[src/rtl/uart_wb_pkg.sv]
// Shared register map, bit positions and FSM state type for the UART Wishbone TX feeder.
package uart_wb_pkg;

    localparam int REG_RB_TR = 0;
    localparam int REG_IE    = 1;
    localparam int REG_LC    = 3;
    localparam int REG_LS    = 5;
    localparam int REG_DL1   = 0;
    localparam int REG_DL2   = 1;

    localparam int LSR_THRE  = 5;
    localparam int DLAB      = 7;

    typedef enum logic [3:0] {
        ST_IDLE,
        ST_W_LCR_DLAB,
        ST_W_DL1,
        ST_W_DL2,
        ST_W_LCR,
        ST_READY,
        ST_POLL,
        ST_W_THR,
        ST_ERROR
    } feeder_state_e;

    function automatic logic [3:0] lane_sel(input logic [1:0] lane);
        return 4'b0001 << lane;
    endfunction

endpackage

[src/rtl/uart_wb_tx_feeder_if.sv]
// Wishbone master/slave signal bundle between the feeder and the UART register file.
interface uart_wb_tx_feeder_if #(
    parameter int ADDR_W = 5
) ();
    logic [ADDR_W-1:0] wb_adr_o;
    logic [31:0]       wb_dat_o;
    logic [31:0]       wb_dat_i;
    logic              wb_we_o;
    logic              wb_stb_o;
    logic              wb_cyc_o;
    logic [3:0]        wb_sel_o;
    logic              wb_ack_i;

    modport master (
        output wb_adr_o, wb_dat_o, wb_we_o, wb_stb_o, wb_cyc_o, wb_sel_o,
        input  wb_dat_i, wb_ack_i
    );

    modport slave (
        input  wb_adr_o, wb_dat_o, wb_we_o, wb_stb_o, wb_cyc_o, wb_sel_o,
        output wb_dat_i, wb_ack_i
    );
endinterface

[src/rtl/uart_wb_single_xfer.sv]
// Single-transfer Wishbone engine: byte-lane placement, sel generation, ack timeout.
// Bus outputs are registered, so the cycle after an ack is always idle.
module uart_wb_single_xfer
    import uart_wb_pkg::*;
#(
    parameter int ADDR_W      = 5,
    parameter int ACK_TIMEOUT = 255
) (
    input  logic              clk,
    input  logic              rst,
    input  logic              req,
    input  logic              we,
    input  logic [ADDR_W-1:0] adr,
    input  logic [7:0]        wdata,
    output logic              done,
    output logic [7:0]        rdata,
    output logic              timeout,
    output logic              busy,
    uart_wb_tx_feeder_if.master wb
);

    localparam logic [15:0] TMO_LOAD = 16'(ACK_TIMEOUT - 1);

    logic [15:0] tmo_cnt;

    // Results are suppressed during reset so a late ack cannot leak a completion.
    assign done    = wb.wb_cyc_o & wb.wb_ack_i & ~rst;
    assign timeout = wb.wb_cyc_o & ~wb.wb_ack_i & (tmo_cnt == 16'd0) & ~rst;
    assign busy    = wb.wb_cyc_o;
    assign rdata   = 8'(wb.wb_dat_i >> {wb.wb_adr_o[1:0], 3'b000});

    always_ff @(posedge clk) begin
        if (rst) begin
            wb.wb_cyc_o <= 1'b0;
            wb.wb_stb_o <= 1'b0;
            wb.wb_we_o  <= 1'b0;
            wb.wb_adr_o <= '0;
            wb.wb_dat_o <= '0;
            wb.wb_sel_o <= '0;
            tmo_cnt     <= '0;
        end else if (wb.wb_cyc_o) begin
            if (wb.wb_ack_i || tmo_cnt == 16'd0) begin
                wb.wb_cyc_o <= 1'b0;
                wb.wb_stb_o <= 1'b0;
                wb.wb_we_o  <= 1'b0;
                wb.wb_adr_o <= '0;
                wb.wb_dat_o <= '0;
                wb.wb_sel_o <= '0;
                tmo_cnt     <= '0;
            end else begin
                tmo_cnt <= tmo_cnt - 16'd1;
            end
        end else if (req) begin
            wb.wb_cyc_o <= 1'b1;
            wb.wb_stb_o <= 1'b1;
            wb.wb_we_o  <= we;
            wb.wb_adr_o <= adr;
            wb.wb_dat_o <= 32'(wdata) << {adr[1:0], 3'b000};
            wb.wb_sel_o <= lane_sel(adr[1:0]);
            tmo_cnt     <= TMO_LOAD;
        end
    end

endmodule

[src/rtl/uart_wb_tx_feeder.sv]
// Wishbone master that configures a 16550-style UART and streams bytes into its THR,
// polling LSR.THRE once per FIFO_DEPTH bytes.
//
// state      | meaning
// IDLE       | waiting for cfg_start
// W_LCR_DLAB | write LCR with DLAB set
// W_DL1      | write divisor low byte
// W_DL2      | write divisor high byte
// W_LCR      | write LCR with DLAB clear
// READY      | configured, waiting for a byte
// POLL       | reading LSR until THRE is seen
// W_THR      | writing one byte to THR
// ERROR      | ack timeout, waiting for cfg_start
module uart_wb_tx_feeder
    import uart_wb_pkg::*;
#(
    parameter int FIFO_DEPTH  = 16,
    parameter int ACK_TIMEOUT = 255,
    parameter int ADDR_W      = 5
) (
    input  logic        clk,
    input  logic        wb_rst_i,
    input  logic        cfg_start,
    input  logic [15:0] cfg_div,
    input  logic [7:0]  cfg_lcr,
    output logic        cfg_done,
    output logic        err,
    input  logic [7:0]  s_tdata,
    input  logic        s_tvalid,
    output logic        s_tready,
    uart_wb_tx_feeder_if.master wb
);

    localparam logic [7:0] DLAB_MASK = 8'(1 << DLAB);
    localparam logic [7:0] THRE_MASK = 8'(1 << LSR_THRE);
    localparam logic [4:0] CREDIT_LOAD = 5'(FIFO_DEPTH);

    feeder_state_e     state_q, state_d;
    logic [4:0]        credit_q;
    logic [15:0]       div_q;
    logic [7:0]        lcr_q;
    logic              err_q;

    logic              req, we;
    logic [ADDR_W-1:0] adr;
    logic [7:0]        wdata;
    logic              done, timeout, busy;
    logic [7:0]        rdata;
    logic              start_cfg, reload, consume;

    uart_wb_single_xfer #(
        .ADDR_W      (ADDR_W),
        .ACK_TIMEOUT (ACK_TIMEOUT)
    ) u_xfer (
        .clk     (clk),
        .rst     (wb_rst_i),
        .req     (req),
        .we      (we),
        .adr     (adr),
        .wdata   (wdata),
        .done    (done),
        .rdata   (rdata),
        .timeout (timeout),
        .busy    (busy),
        .wb      (wb)
    );

    always_comb begin
        state_d   = state_q;
        req       = 1'b0;
        we        = 1'b0;
        adr       = '0;
        wdata     = '0;
        start_cfg = 1'b0;
        reload    = 1'b0;
        consume   = 1'b0;
        unique case (state_q)
            ST_IDLE, ST_ERROR: begin
                if (cfg_start) start_cfg = 1'b1;
            end
            ST_W_LCR_DLAB: begin
                req   = 1'b1;
                we    = 1'b1;
                adr   = ADDR_W'(REG_LC);
                wdata = lcr_q | DLAB_MASK;
                if (done) state_d = ST_W_DL1;
            end
            ST_W_DL1: begin
                req   = 1'b1;
                we    = 1'b1;
                adr   = ADDR_W'(REG_DL1);
                wdata = div_q[7:0];
                if (done) state_d = ST_W_DL2;
            end
            ST_W_DL2: begin
                req   = 1'b1;
                we    = 1'b1;
                adr   = ADDR_W'(REG_DL2);
                wdata = div_q[15:8];
                if (done) state_d = ST_W_LCR;
            end
            ST_W_LCR: begin
                req   = 1'b1;
                we    = 1'b1;
                adr   = ADDR_W'(REG_LC);
                wdata = lcr_q & ~DLAB_MASK;
                if (done) state_d = ST_READY;
            end
            ST_READY: begin
                if (cfg_start) begin
                    start_cfg = 1'b1;
                end else if (s_tvalid) begin
                    state_d = (credit_q == 5'd0) ? ST_POLL : ST_W_THR;
                end
            end
            ST_POLL: begin
                // A read already on the bus completes; new reads start only while a byte waits.
                req = s_tvalid;
                adr = ADDR_W'(REG_LS);
                if (done) begin
                    if ((rdata & THRE_MASK) != 8'd0) begin
                        reload  = 1'b1;
                        state_d = s_tvalid ? ST_W_THR : ST_READY;
                    end
                end else if (!busy && !s_tvalid) begin
                    state_d = ST_READY;
                end
            end
            ST_W_THR: begin
                req   = 1'b1;
                we    = 1'b1;
                adr   = ADDR_W'(REG_RB_TR);
                wdata = s_tdata;
                if (done) begin
                    consume = 1'b1;
                    state_d = ST_READY;
                end
            end
            default: state_d = ST_IDLE;
        endcase
        if (timeout) state_d = ST_ERROR;
        if (start_cfg) state_d = ST_W_LCR_DLAB;
    end

    always_ff @(posedge clk) begin
        if (wb_rst_i) begin
            state_q  <= ST_IDLE;
            credit_q <= 5'd0;
            div_q    <= 16'd0;
            lcr_q    <= 8'd0;
            err_q    <= 1'b0;
        end else begin
            state_q <= state_d;
            if (start_cfg) begin
                div_q    <= cfg_div;
                lcr_q    <= cfg_lcr;
                credit_q <= 5'd0;
                err_q    <= 1'b0;
            end else begin
                if (timeout) err_q <= 1'b1;
                if (reload) begin
                    credit_q <= CREDIT_LOAD;
                end else if (consume && credit_q != 5'd0) begin
                    credit_q <= credit_q - 5'd1;
                end
            end
        end
    end

    assign cfg_done = (state_q == ST_READY) || (state_q == ST_POLL) || (state_q == ST_W_THR);
    assign err      = err_q;
    assign s_tready = (state_q == ST_W_THR) && done;

endmodule

[src/flat_wrapper.sv]
// flat-port wrapper written by rule: the top's interface ports become plain ports
module uart_wb_tx_feeder_flat import uart_wb_pkg::*;
#(
    parameter int FIFO_DEPTH  = 16,
    parameter int ACK_TIMEOUT = 255,
    parameter int ADDR_W      = 5
)
  (clk, wb_rst_i, cfg_start, cfg_div, cfg_lcr, cfg_done, err, s_tdata, s_tvalid, s_tready, wb_wb_adr_o, wb_wb_dat_o, wb_wb_we_o, wb_wb_stb_o, wb_wb_cyc_o, wb_wb_sel_o, wb_wb_dat_i, wb_wb_ack_i);
  uart_wb_tx_feeder_if #(.ADDR_W(ADDR_W)) wb_i ();
  input  logic clk;
  input  logic wb_rst_i;
  input  logic cfg_start;
  input  logic [15:0] cfg_div;
  input  logic [7:0] cfg_lcr;
  output logic cfg_done;
  output logic err;
  input  logic [7:0] s_tdata;
  input  logic s_tvalid;
  output logic s_tready;
  output wire logic [$bits(wb_i.wb_adr_o)-1:0] wb_wb_adr_o;
  output wire logic [$bits(wb_i.wb_dat_o)-1:0] wb_wb_dat_o;
  output wire logic [$bits(wb_i.wb_we_o)-1:0] wb_wb_we_o;
  output wire logic [$bits(wb_i.wb_stb_o)-1:0] wb_wb_stb_o;
  output wire logic [$bits(wb_i.wb_cyc_o)-1:0] wb_wb_cyc_o;
  output wire logic [$bits(wb_i.wb_sel_o)-1:0] wb_wb_sel_o;
  input wire logic [$bits(wb_i.wb_dat_i)-1:0] wb_wb_dat_i;
  input wire logic [$bits(wb_i.wb_ack_i)-1:0] wb_wb_ack_i;
  assign wb_wb_adr_o = wb_i.wb_adr_o;
  assign wb_wb_dat_o = wb_i.wb_dat_o;
  assign wb_wb_we_o = wb_i.wb_we_o;
  assign wb_wb_stb_o = wb_i.wb_stb_o;
  assign wb_wb_cyc_o = wb_i.wb_cyc_o;
  assign wb_wb_sel_o = wb_i.wb_sel_o;
  assign wb_i.wb_dat_i = wb_wb_dat_i;
  assign wb_i.wb_ack_i = wb_wb_ack_i;
  uart_wb_tx_feeder #(.FIFO_DEPTH(FIFO_DEPTH), .ACK_TIMEOUT(ACK_TIMEOUT), .ADDR_W(ADDR_W)) u_core (.clk(clk), .wb_rst_i(wb_rst_i), .cfg_start(cfg_start), .cfg_div(cfg_div), .cfg_lcr(cfg_lcr), .cfg_done(cfg_done), .err(err), .s_tdata(s_tdata), .s_tvalid(s_tvalid), .s_tready(s_tready), .wb(wb_i));
endmodule
[config.mk]
export PLATFORM = sky130hd
export DESIGN_NAME = uart_wb_tx_feeder_flat
export DESIGN_NICKNAME = d
export VERILOG_FILES = /design/src/rtl/uart_wb_pkg.sv /design/src/rtl/uart_wb_tx_feeder_if.sv /design/src/rtl/uart_wb_single_xfer.sv /design/src/rtl/uart_wb_tx_feeder.sv /design/src/flat_wrapper.sv
export SDC_FILE = /design/constraint.sdc
export NUM_CORES = 1
export LEC_CHECK = 0
export BUFFER_PORTS_ARGS = -buffer_cell sky130_fd_sc_hd__buf_4
export CAP_MARGIN = 20
export CORE_UTILIZATION = 40
export DETAILED_ROUTE_END_ITERATION = 8
export SETUP_SLACK_MARGIN = 0.05
export SLEW_MARGIN = 20
export SYNTH_ARGS = -nofsm -noshare
export SYNTH_HDL_FRONTEND = slang
export SYNTH_HIERARCHICAL = 1
export SYNTH_SLANG_ARGS = --single-unit
[constraint.sdc]
create_clock -name clk -period 3.2 [get_ports clk]
set_input_delay 0.96 -clock clk [delete_from_list [all_inputs] [get_ports clk]]
set_output_delay 0.96 -clock clk [all_outputs]
set_load 0.02 [all_outputs]
==> summary.md, run 1 <==
| Metric | Value |
|---|---|
| Final slew viol count | `0` |
| DRC violations left | `4` |
| Worst-Margin Slew | `a little under 0.9 ns` |
| Final WS setup | `0.4012 ns` |
| Inserted Diodes | `0` |
| Finished Layout Cells | `between 700 and 800` |
| Buf+Inv Stages, Crit Path | `1` |
| Die W | `~110 microns` |
| Inst Count DP | `774` |
| Max clock buf depth | `2` |
| Worst-case hold slack | `between 0.4 and 0.5 ns` |
| Net count, final | `714` |
| CTS tree | `built` |
| CP cell instances | `and3_1, nand3_1, nor2_1, buf_4` |
| Resize count post-CTS | `0` |
| Delay of the slowest cell on the worst path | `roughly 0.72 ns` |
| Global-route usage over all layers | `between 20% and 30%` |
| IO Count | `roughly 120` |
| Mean Syn Cell Area | `roughly 8.3 sq um` |
| Crit path max-delay family | `flip-flops` |
| CTS Hold Bufs | `0` |
| Antenna-violating nets left | `0` |
| Ys Warns | `6` |
| CP Data Arrival Time | `1.84 ns` |
| Initial antenna violation count | `0` |
| Failing checks | `DRC` |
| Setup TNS | `0 ns` |
| Layout cells sized above 1 | `a little under a quarter` |
| Final core occ | `between 50 and 60%` |
| Final Hold Viols | `0` |
| # port buffers | `86` |
| Unrepaired setup endpoints after global routing | `false` |
| Max Freq | `between 0.3 and 0.4 GHz` |
| Initial core utilization | `41.47%` |
| Routability Congestion | `slightly above 0.8` |
| Clock skew | `a little under 0.01 ns` |
| Post-CTS setup buffers | `0` |
| Worst Hold Class | `reg2reg` |
| Global-route wire length before repair | `approximately 22 mm` |
| Iter 0 DRT Violations | `~350` |
| Area growth syn-to-layout | `21.63%` |
| Core area | `approximately 0.012 sq mm` |
| Hpwl dp | `8.698 mm` |
| Total CTS buffers | `9` |
| Setup violations, final | `0` |
| VDD IR-drop max | `roughly 0.00023 V` |
| Status | `complete, but fails checks` |
| Later-pin clock latency in the skew report | `0.35 ns` |
| H-tree depth | `3` |
| Height of the die | `between 100 and 150 microns` |
| DR vias/cell | `roughly 6` |
| Reg clk slew, reported paths | `roughly 0.070 ns` |
| Largest net degree at the start of global routing | `82` |
| CTS Root Buffer Type | `clkbuf_16` |
| Crit Path Category | `reg2out` |
| Row cnt | `39` |
| Syn Std Cell Area | `about 0.0048 sq mm` |
| Max-Cap Viols | `0` |
| Cells after Synth | `about 580` |
| Period Utilization, post-route | `slightly below 90%` |
| First-pass DRT Iterations | `9` |
| Critical-path maximum fanout | `17` |
| Worst slack, placed | `roughly 0.40 ns` |
| CTS Sinks | `93` |
| Global route total overflow | `0` |
| Wire length per cell | `approximately 17 microns` |
| Rel. slew slack | `about two fifths` |
| CP max-delay cell | `dfxtp_1` |
| Final wirelength | `between 10 and 15 mm` |
| Vias in the first global route | `4238` |
| Power per cell area | `between 500 and 600 mW/mm^2` |
| Vias | `about 4700` |
| Die Area | `0.01243 sq mm` |
| Leakage | `0.002088 uW` |
| CP startpoint kind | `register` |
| Data required time of the worst path | `between 2 and 2.5 ns` |
| CP Capture Type | `output pin` |
| Final Critical Period | `roughly 2.8 ns` |
## layout make-up
class                   instances  area (sq um)
clock buffers                  10         229.0
clock inverters                 5         85.08
fillers                      1091          5732
inverters                      10         37.54
multi-input cells             422          2633
flip-flops and latches         93          1862
well taps                     143         178.9
repair buffers                106         808.3
## through the flow
stage	instance area, sq um	total power [uW]
after floorplan	4800	1804
after global placement	5519	1982
after detailed placement	5519	1994
after CTS	5833	3148
after global routing	5833	3273
final	5833	3135
## registers in the layout (all words and copies together) (netlist names), 4 cells and up
| name | count |
|---|---|
| u_core/credit_q | 5 |
| u_core/div_q | 16 |
| u_core/u_xfer/wb.wb_dat_o | 32 |
| u_core/u_xfer/wb.wb_sel_o | 4 |
| u_core/lcr_q | 7 |
| u_core/state_q | 4 |
| u_core/u_xfer/wb.wb_adr_o | 5 |
| u_core/u_xfer/tmo_cnt | 16 |
## power breakdown
part / switching [uW] / internal (uW) / total (uW)
combinational: 470 / 229 / 700
clock: 469 / 685 / 1150
sequential: 63.6 / 1220 / 1280
## metal layers
metal	global-route usage, %	share of wire [%]	up-vias
met5	0	0	-
met4	6.757	1.3	0
met3	3.430	4.8	13
met2	35.25	48	129
met1	29.98	46	2247
li1	-	-	2264
## worst register-to-register path, delay by kind of cell (launching register included)
| kind | cells | cell delay (ns) |
|---|---|---|
| AO/OA/AOI/OAI | 4 | 1.05 |
| AND/OR/NAND/NOR | 4 | 1.03 |
| flip-flops | 1 | 0.36 |
## path summary, 6_finish.rpt
kind | startpoint | end | slack [ns] | cells after the start
setup reg to reg | u_core/state_q[2] | u_core/u_xfer/wb.wb_dat_o[27] | 0.67 | 8
hold reg to reg | u_core/div_q[8] | u_core/div_q[8] | 0.46 | 2
hold / removal | u_core/div_q[8] | u_core/div_q[8] | 0.46 | 2
setup / recovery | u_core/u_xfer/busy | s_tready | 0.40 | 4
## layout by cell type, fill, tap and decap left out, types with 2 or more instances in the layout
cell type / instances
a21oi_1: 82
a21oi_2: 2
a22oi_1: 46
a31oi_1: 6
and3_1: 2
buf_4: 105
bufinv_16: 2
clkbuf_16: 9
conb_1: 2
dfxtp_1: 93
ha_1: 3
inv_1: 9
mux2_2: 8
nand2_1: 69
nand2b_1: 5
nand3_1: 10
nand3b_1: 4
nand4_1: 4
nor2_1: 24
nor2_2: 2
nor2b_1: 9
nor3_1: 14
nor3_2: 2
nor4_1: 2
o2111ai_1: 2
o211ai_1: 55
o21ai_0: 19
o21ai_1: 3
o31ai_1: 3
or2_1: 3
or2_2: 3
or3_1: 4
xor2_1: 3
No activity file was read; power rests on OpenSTA's default activity.
==> run 2, diff against run 1 <==
- CTS_CLUSTER_SIZE: unset -> 10
- MAX_ROUTING_LAYER: unset -> met4
==> summary.md, run 2 (synthesis results as in run 1) <==
| Metric | Value |
|---|---|
| Initial antenna violation count | `0 (unchanged)` |
| Post-CTS setup buffers | `0 (unchanged)` |
| Tot Pwr | `3133 uW (was 3135 uW)` |
| Final wirelength | `13.74 mm (was 13.66 mm)` |
| Worst-case hold slack | `0.4531 ns (was 0.4554 ns)` |
| DRC violations left | `6 (was 4)` |
| Rel. slew slack | `39.71% (was 40.46%)` |
| Period Utilization, post-route | `87.09% (was 87.46%)` |
| Final slew viol count | `0 (unchanged)` |
| Status | `complete, but fails checks (unchanged)` |
| First-pass DRT Iterations | `7 (was 9)` |
| IO Count | `116 (unchanged)` |
| Global-route wire length before repair | `21.97 mm (was 22.00 mm)` |
| Initial core utilization | `41.47% (unchanged)` |
| Crit Path Category | `reg2out (unchanged)` |
| Largest net degree at the start of global routing | `82 (unchanged)` |
| Total CTS buffers | `9 (unchanged)` |
| Commonest non-fill, non-tap cell in the layout | `buf_4 (unchanged)` |
| Clock skew | `0.008192 ns (was 0.009845 ns)` |
| Final core occ | `50.44% (unchanged)` |
| CP startpoint kind | `register (unchanged)` |
| CTS Root Buffer Type | `clkbuf_16 (unchanged)` |
| Final Hold Viols | `0 (unchanged)` |
| Filler cell count | `1091 (unchanged)` |
| Core area | `0.01156 sq mm (unchanged)` |
| Data required time of the worst path | `2.24 ns (about the same)` |
| Worst Hold Class | `reg2reg (unchanged)` |
| Max Freq | `0.3588 GHz (was 0.3573 GHz)` |
| Row cnt | `39 (unchanged)` |
| Setup TNS | `0 ns (unchanged)` |
| Max-Cap Viols | `0 (unchanged)` |
| CTS Hold Bufs | `0 (unchanged)` |
| Antenna-violating nets left | `0 (unchanged)` |
| Reg clk slew, reported paths | `0.06 ns (was 0.07 ns)` |
| CP Capture Type | `output pin (unchanged)` |
| Finished Layout Cells | `789 (unchanged)` |
| DR vias/cell | `5.957 (was 5.897)` |
| Unrepaired setup endpoints after global routing | `false (unchanged)` |
| Vias in the first global route | `4226 (was 4238)` |
| Inserted Diodes | `0 (unchanged)` |
| Commonest non-fill, non-tap cells in the layout | `105 x buf_4, 93 x dfxtp_1, 82 x a21oi_1 (unchanged)` |
| Net count, final | `714 (unchanged)` |
| Layout cells sized above 1 | `23.53% (unchanged)` |
| Leakage | `0.002088 uW (unchanged)` |
| Height of the die | `111.5 microns (unchanged)` |
| Biggest regs | `u_core/u_xfer/wb.wb_dat_o x32, u_core/div_q x16, u_core/u_xfer/tmo_cnt x16 (unchanged)` |
| Max reg flops | `32 (unchanged)` |
| Final Critical Period | `2.787 ns (was 2.799 ns)` |
| Vias | `4700 (was 4653)` |
| Die Area | `0.01243 sq mm (unchanged)` |
| Inst Count DP | `774 (unchanged)` |
| Failing checks | `DRC (unchanged)` |
| Die W | `111.5 microns (unchanged)` |
| CTS tree | `built (unchanged)` |
| Largest Register | `u_core/u_xfer/wb.wb_dat_o (unchanged)` |
| Setup violations, final | `0 (unchanged)` |
| Global-route usage over all layers | `22.52% (was 21.85%)` |
| Hpwl dp | `8.698 mm (unchanged)` |
| Critical-path maximum fanout | `17 (unchanged)` |
| # port buffers | `86 (unchanged)` |
| Resize count post-CTS | `0 (unchanged)` |
| VDD IR-drop max | `0.0002348 V (was 0.0002323 V)` |
| Max clock buf depth | `2 (unchanged)` |
| Power per cell area | `537.2 mW/mm^2 (was 537.4 mW/mm^2)` |
| Iter 0 DRT Violations | `361 (was 347)` |
| Global route total overflow | `0 (unchanged)` |
| CTS Sinks | `93 (unchanged)` |
| Worst-Margin Slew | `0.9044 ns (was 0.8932 ns)` |
| Reg-to-reg slack, setup | `0.64 ns (was 0.67 ns)` |
| Routability Congestion | `0.8319 (was 0.8196)` |
| CP Data Arrival Time | `1.83 ns (was 1.84 ns)` |
| Wire length per cell | `17.41 microns (was 17.32 microns)` |
| Area growth syn-to-layout | `21.63% (unchanged)` |
| H-tree depth | `3 (unchanged)` |
| Later-pin clock latency in the skew report | `0.35 ns (about the same)` |
-- run 2: cell counts in the layout (fill, tap and decap cells not counted) --
Identical to the previous run, type by type.
-- run 2: worst paths after layout --
check                           depth (start not counted)          startpoint                       endpoint
worst max-delay path                                    4  u_core/u_xfer/busy                       s_tready
worst min-delay path                                    2     u_core/lcr_q[3]                u_core/lcr_q[3]
worst max register to register                          8   u_core/state_q[2]  u_core/u_xfer/wb.wb_dat_o[26]
worst min register to register                          2     u_core/lcr_q[3]                u_core/lcr_q[3]
-- run 2: area by class of cell --
| class | instances | area (sq um) | area share, % |
|---|---|---|---|
| sequential | 93 | 1862 | 31.92 |
| inverter | 10 | 37.54 | 0.6435 |
| clock buffer | 10 | 229.0 | 3.925 |
| tap | 143 | 178.9 | 3.067 |
| clock inverter | 5 | 85.08 | 1.459 |
| timing repair buffer | 106 | 808.3 | 13.86 |
| multi-input combinational | 422 | 2633 | 45.13 |
-- run 2: per-layer routing --
layer  wire length (microns)  track usage (%)  vias up  part of all wire [%]
met5                       0                -        -                     0
met4                     153            6.757        0                   1.1
met3                     641            3.375       14                   4.7
met2                    6589            35.08      134                    48
met1                    6354            30.15     2294                    46
li1                        -                -     2258                     -
-- run 2: power by group --
part / switching (uW) / internal [uW]
clock network: 465 / 685
logic: 474 / 230
registers: 63.6 / 1220
total: 1000 / 2130
-- run 2: metrics by stage --
stage,area [sq um],worst slack [ns]
5_1_grt,5833,0.2820
4_1_cts,5833,0.3679
2_1_floorplan,4800,0.1371
3_5_place_dp,5519,0.4029
6_report,5833,0.4132
3_3_place_gp,5519,0.4246
-- run 2: critical path, stage by stage (launching register included) --
cell,delay [ns]
dfxtp_1,0.72
and3_1,0.30
nand3_1,0.15
nor2_1,0.16
buf_4,0.16
==> run 3, diff against run 2 <==
- ABC_AREA: unset -> 1
==> summary.md, run 3 <==
| Metric | Value |
|---|---|
| DR top layer | `met4 (unchanged)` |
| Reg-to-reg slack, setup | `0.75 ns (was 0.64 ns)` |
| CP startpoint kind | `primary input (was register)` |
| CP max-delay cell | `nor2_4 (was dfxtp_1)` |
| Cells after Synth | `633 (was 579)` |
| DR vias/cell | `4.930 (was 5.957)` |
| Met1 Wirelength | `5.535 mm (was 6.354 mm)` |
| Commonest non-fill, non-tap cells in the layout | `151 x nand2_1, 93 x dfxtp_1, 91 x buf_4 (was 105 x buf_4, 93 x dfxtp_1, 82 x a21oi_1)` |
| Leakage | `0.002368 uW (was 0.002088 uW)` |
| First-pass DRT Iterations | `4 (was 7)` |
| Worst slack, placed | `0.4724 ns (was 0.4029 ns)` |
| CP Data Arrival Time | `1.69 ns (was 1.83 ns)` |
| Ys Warns | `6 (unchanged)` |
| Mean Syn Cell Area | `7.304 sq um (was 8.283 sq um)` |
| Row cnt | `38 (was 39)` |
| CP Capture Type | `output pin (unchanged)` |
| Status | `complete, no violations (was complete, but fails checks)` |
| Final wirelength | `11.41 mm (was 13.74 mm)` |
| Delay of the slowest cell on the worst path | `0.16 ns (was 0.72 ns)` |
| Vias in the first global route | `3911 (was 4226)` |
| Iter 0 DRT Violations | `240 (was 361)` |
| Wire length per cell | `13.27 microns (was 17.41 microns)` |
| NetSw | `2242 uW (was 1002 uW)` |
| VDD IR-drop max | `0.0003724 V (was 0.0002348 V)` |
| Layout cells sized above 1 | `31.11% (was 23.53%)` |
| Post-CTS setup buffers | `0 (unchanged)` |
| Initial antenna violation count | `0 (unchanged)` |
| CP cell instances | `buf_4, nand2_1, nor2_1, inv_1, nor2_4, buf_4 (was and3_1, nand3_1, nor2_1, buf_4)` |
| CTS Sinks | `93 (unchanged)` |
| Final core occ | `51.36% (was 50.44%)` |
| Final WS setup | `0.5510 ns (was 0.4132 ns)` |
| Commonest non-fill, non-tap cell in the layout | `nand2_1 (was buf_4)` |
| Cell mode on critical path | `buf_4` |
| Max-Cap Viols | `0 (unchanged)` |
| Power per cell area | `882.8 mW/mm^2 (was 537.2 mW/mm^2)` |
| Vias | `4240 (was 4700)` |
| Height of the die | `109.5 microns (was 111.5 microns)` |
| Design area | `0.005665 sq mm (was 0.005833 sq mm)` |
| Later-pin clock latency in the skew report | `0.35 ns (about the same)` |
| Largest net degree at the start of global routing | `54 (was 82)` |
| Finished Layout Cells | `860 (was 789)` |
| Biggest regs | `u_core/u_xfer/wb.wb_dat_o x32, u_core/div_q x16, u_core/u_xfer/tmo_cnt x16 (unchanged)` |
| WL met3 | `422 microns (was 641 microns)` |
| Die Area | `0.01199 sq mm (was 0.01243 sq mm)` |
| Worst Hold Class | `reg2reg (unchanged)` |
| Initial core utilization | `41.91% (was 41.47%)` |
| WL met2 | `5.223 mm (was 6.589 mm)` |
| IO Count | `116 (unchanged)` |
| Final slew viol count | `0 (unchanged)` |
| H-tree depth | `3 (unchanged)` |
| # port buffers | `86 (unchanged)` |
| Max reg flops | `32 (unchanged)` |
| CTS Hold Bufs | `0 (unchanged)` |
| CTS tree | `built (unchanged)` |
| Data required time of the worst path | `2.24 ns (about the same)` |
| Final Critical Period | `2.649 ns (was 2.787 ns)` |
| Clock power frac | `22.2% (was 36.7%)` |
| Reg clk slew, reported paths | `0.06 ns (about the same)` |
| Sequential Power Share | `30.9% (was 40.9%)` |
| Hold path endpoint | `u_core/u_xfer/wb.wb_adr_o[3] (was u_core/lcr_q[3])` |
| Worst r2r src | `u_core/state_q[1] (was u_core/state_q[2])` |
| Global-route wire length before repair | `18.65 mm (was 21.97 mm)` |
| Resize count post-CTS | `0 (unchanged)` |
| Max Freq | `0.3775 GHz (was 0.3588 GHz)` |
| Critical-path maximum fanout | `3 (was 17)` |
| Syn Std Cell Area | `0.004623 sq mm (was 0.004796 sq mm)` |
| Worst-Margin Slew | `0.7081 ns (was 0.9044 ns)` |
| HP Start | `u_core/u_xfer/wb.wb_adr_o[3] (was u_core/lcr_q[3])` |
| Net count, final | `787 (was 714)` |
| Internal power | `2759 uW (was 2132 uW)` |
| Largest Register | `u_core/u_xfer/wb.wb_dat_o (unchanged)` |
| Routability Congestion | `0.8631 (was 0.8319)` |
| Clock skew | `0.007257 ns (was 0.008192 ns)` |
| Inst Count DP | `844 (was 774)` |
| Period Utilization, post-route | `82.78% (was 87.09%)` |
| Antenna-violating nets left | `0 (unchanged)` |
| Area post-placement | `0.005358 sq mm (was 0.005519 sq mm)` |
| Switching share of power | `44.83% (was 31.98%)` |
| Gate power share | `46.9% (was 22.4%)` |
| Total CTS buffers | `9 (unchanged)` |
| Final Hold Viols | `0 (unchanged)` |
| CTS Root Buffer Type | `clkbuf_16 (unchanged)` |
| Setup TNS | `0 ns (unchanged)` |
| Global-route usage over all layers | `20.87% (was 22.52%)` |
| DRC violations left | `0 (was 6)` |
| Core area | `0.01103 sq mm (was 0.01156 sq mm)` |
| Reg2reg end | `u_core/u_xfer/wb.wb_dat_o[27] (was u_core/u_xfer/wb.wb_dat_o[26])` |
| Hpwl dp | `8.304 mm (was 8.698 mm)` |
| Area growth syn-to-layout | `22.54% (was 21.63%)` |
| Max clock buf depth | `2 (unchanged)` |
| Crit Path Category | `in2out (was reg2out)` |
| Die W | `109.5 microns (was 111.5 microns)` |
| Inserted Diodes | `0 (unchanged)` |
| Unrepaired setup endpoints after global routing | `false (unchanged)` |
| Cells on worst reg2reg path | `10 (was 8)` |
| Setup violations, final | `0 (unchanged)` |
| Rel. slew slack | `52.79% (was 39.71%)` |
| Hold depth | `2 (unchanged)` |
| Global route total overflow | `0 (unchanged)` |
run 3: worst max-delay path by stage:
stage | start | slack, ns | depth (start not counted) | endpoint
global placement | s_tvalid | 0.49 | 9 | u_core/u_xfer/wb.wb_dat_o[10]
detailed placement | s_tvalid | 0.47 | 9 | u_core/u_xfer/wb.wb_dat_o[27]
finish | wb_wb_ack_i | 0.55 | 6 | s_tready
CTS | wb_wb_ack_i | 0.55 | 6 | s_tready
floorplan | wb_rst_i | 0.19 | 5 | s_tready
global route | wb_wb_ack_i | 0.45 | 6 | s_tready
run 3: area by class of cell:
type | count | area (sq um)
clock buffer | 10 | 239.0
clock inverter | 6 | 68.82
fill | 1129 | 5365
inverter | 49 | 186.4
multi-input combinational | 470 | 2431
sequential | 93 | 1862
tap | 140 | 175.2
timing repair buffer | 92 | 703.2
run 3: layer usage:
metal / track usage (%) / vias up
li1: - / 2194
met1: 27.53 / 1946
met2: 31.99 / 87
met3: 3.023 / 13
met4: 8.667 / 0
met5: - / -
run 3: worst max-delay path: cells and delay by family:
family / cells / cell delay (ns)
buffers and inverters: 3 / 0.37
AND/OR/NAND/NOR: 3 / 0.36
run 3: power by group through the flow:
| stage | clock network, uW | logic [uW] | registers, uW |
|---|---|---|---|
| after CTS | 1140 | 2360 | 1540 |
| after floorplan | 0 | 1810 | 1590 |
| after global placement | 0 | 2320 | 1560 |
| final | 1110 | 2350 | 1540 |
| after detailed placement | 0 | 2350 | 1570 |
| after global routing | 1190 | 2620 | 1570 |
run 3: metrics by stage:
step	total power, uW	hold slack [ns]
finish	5001	0.4626
global route	5380	0.4824
CTS	5047	0.4648
detailed placement	3918	0.4543
global placement	3877	0.4510
floorplan	3395	0.4441
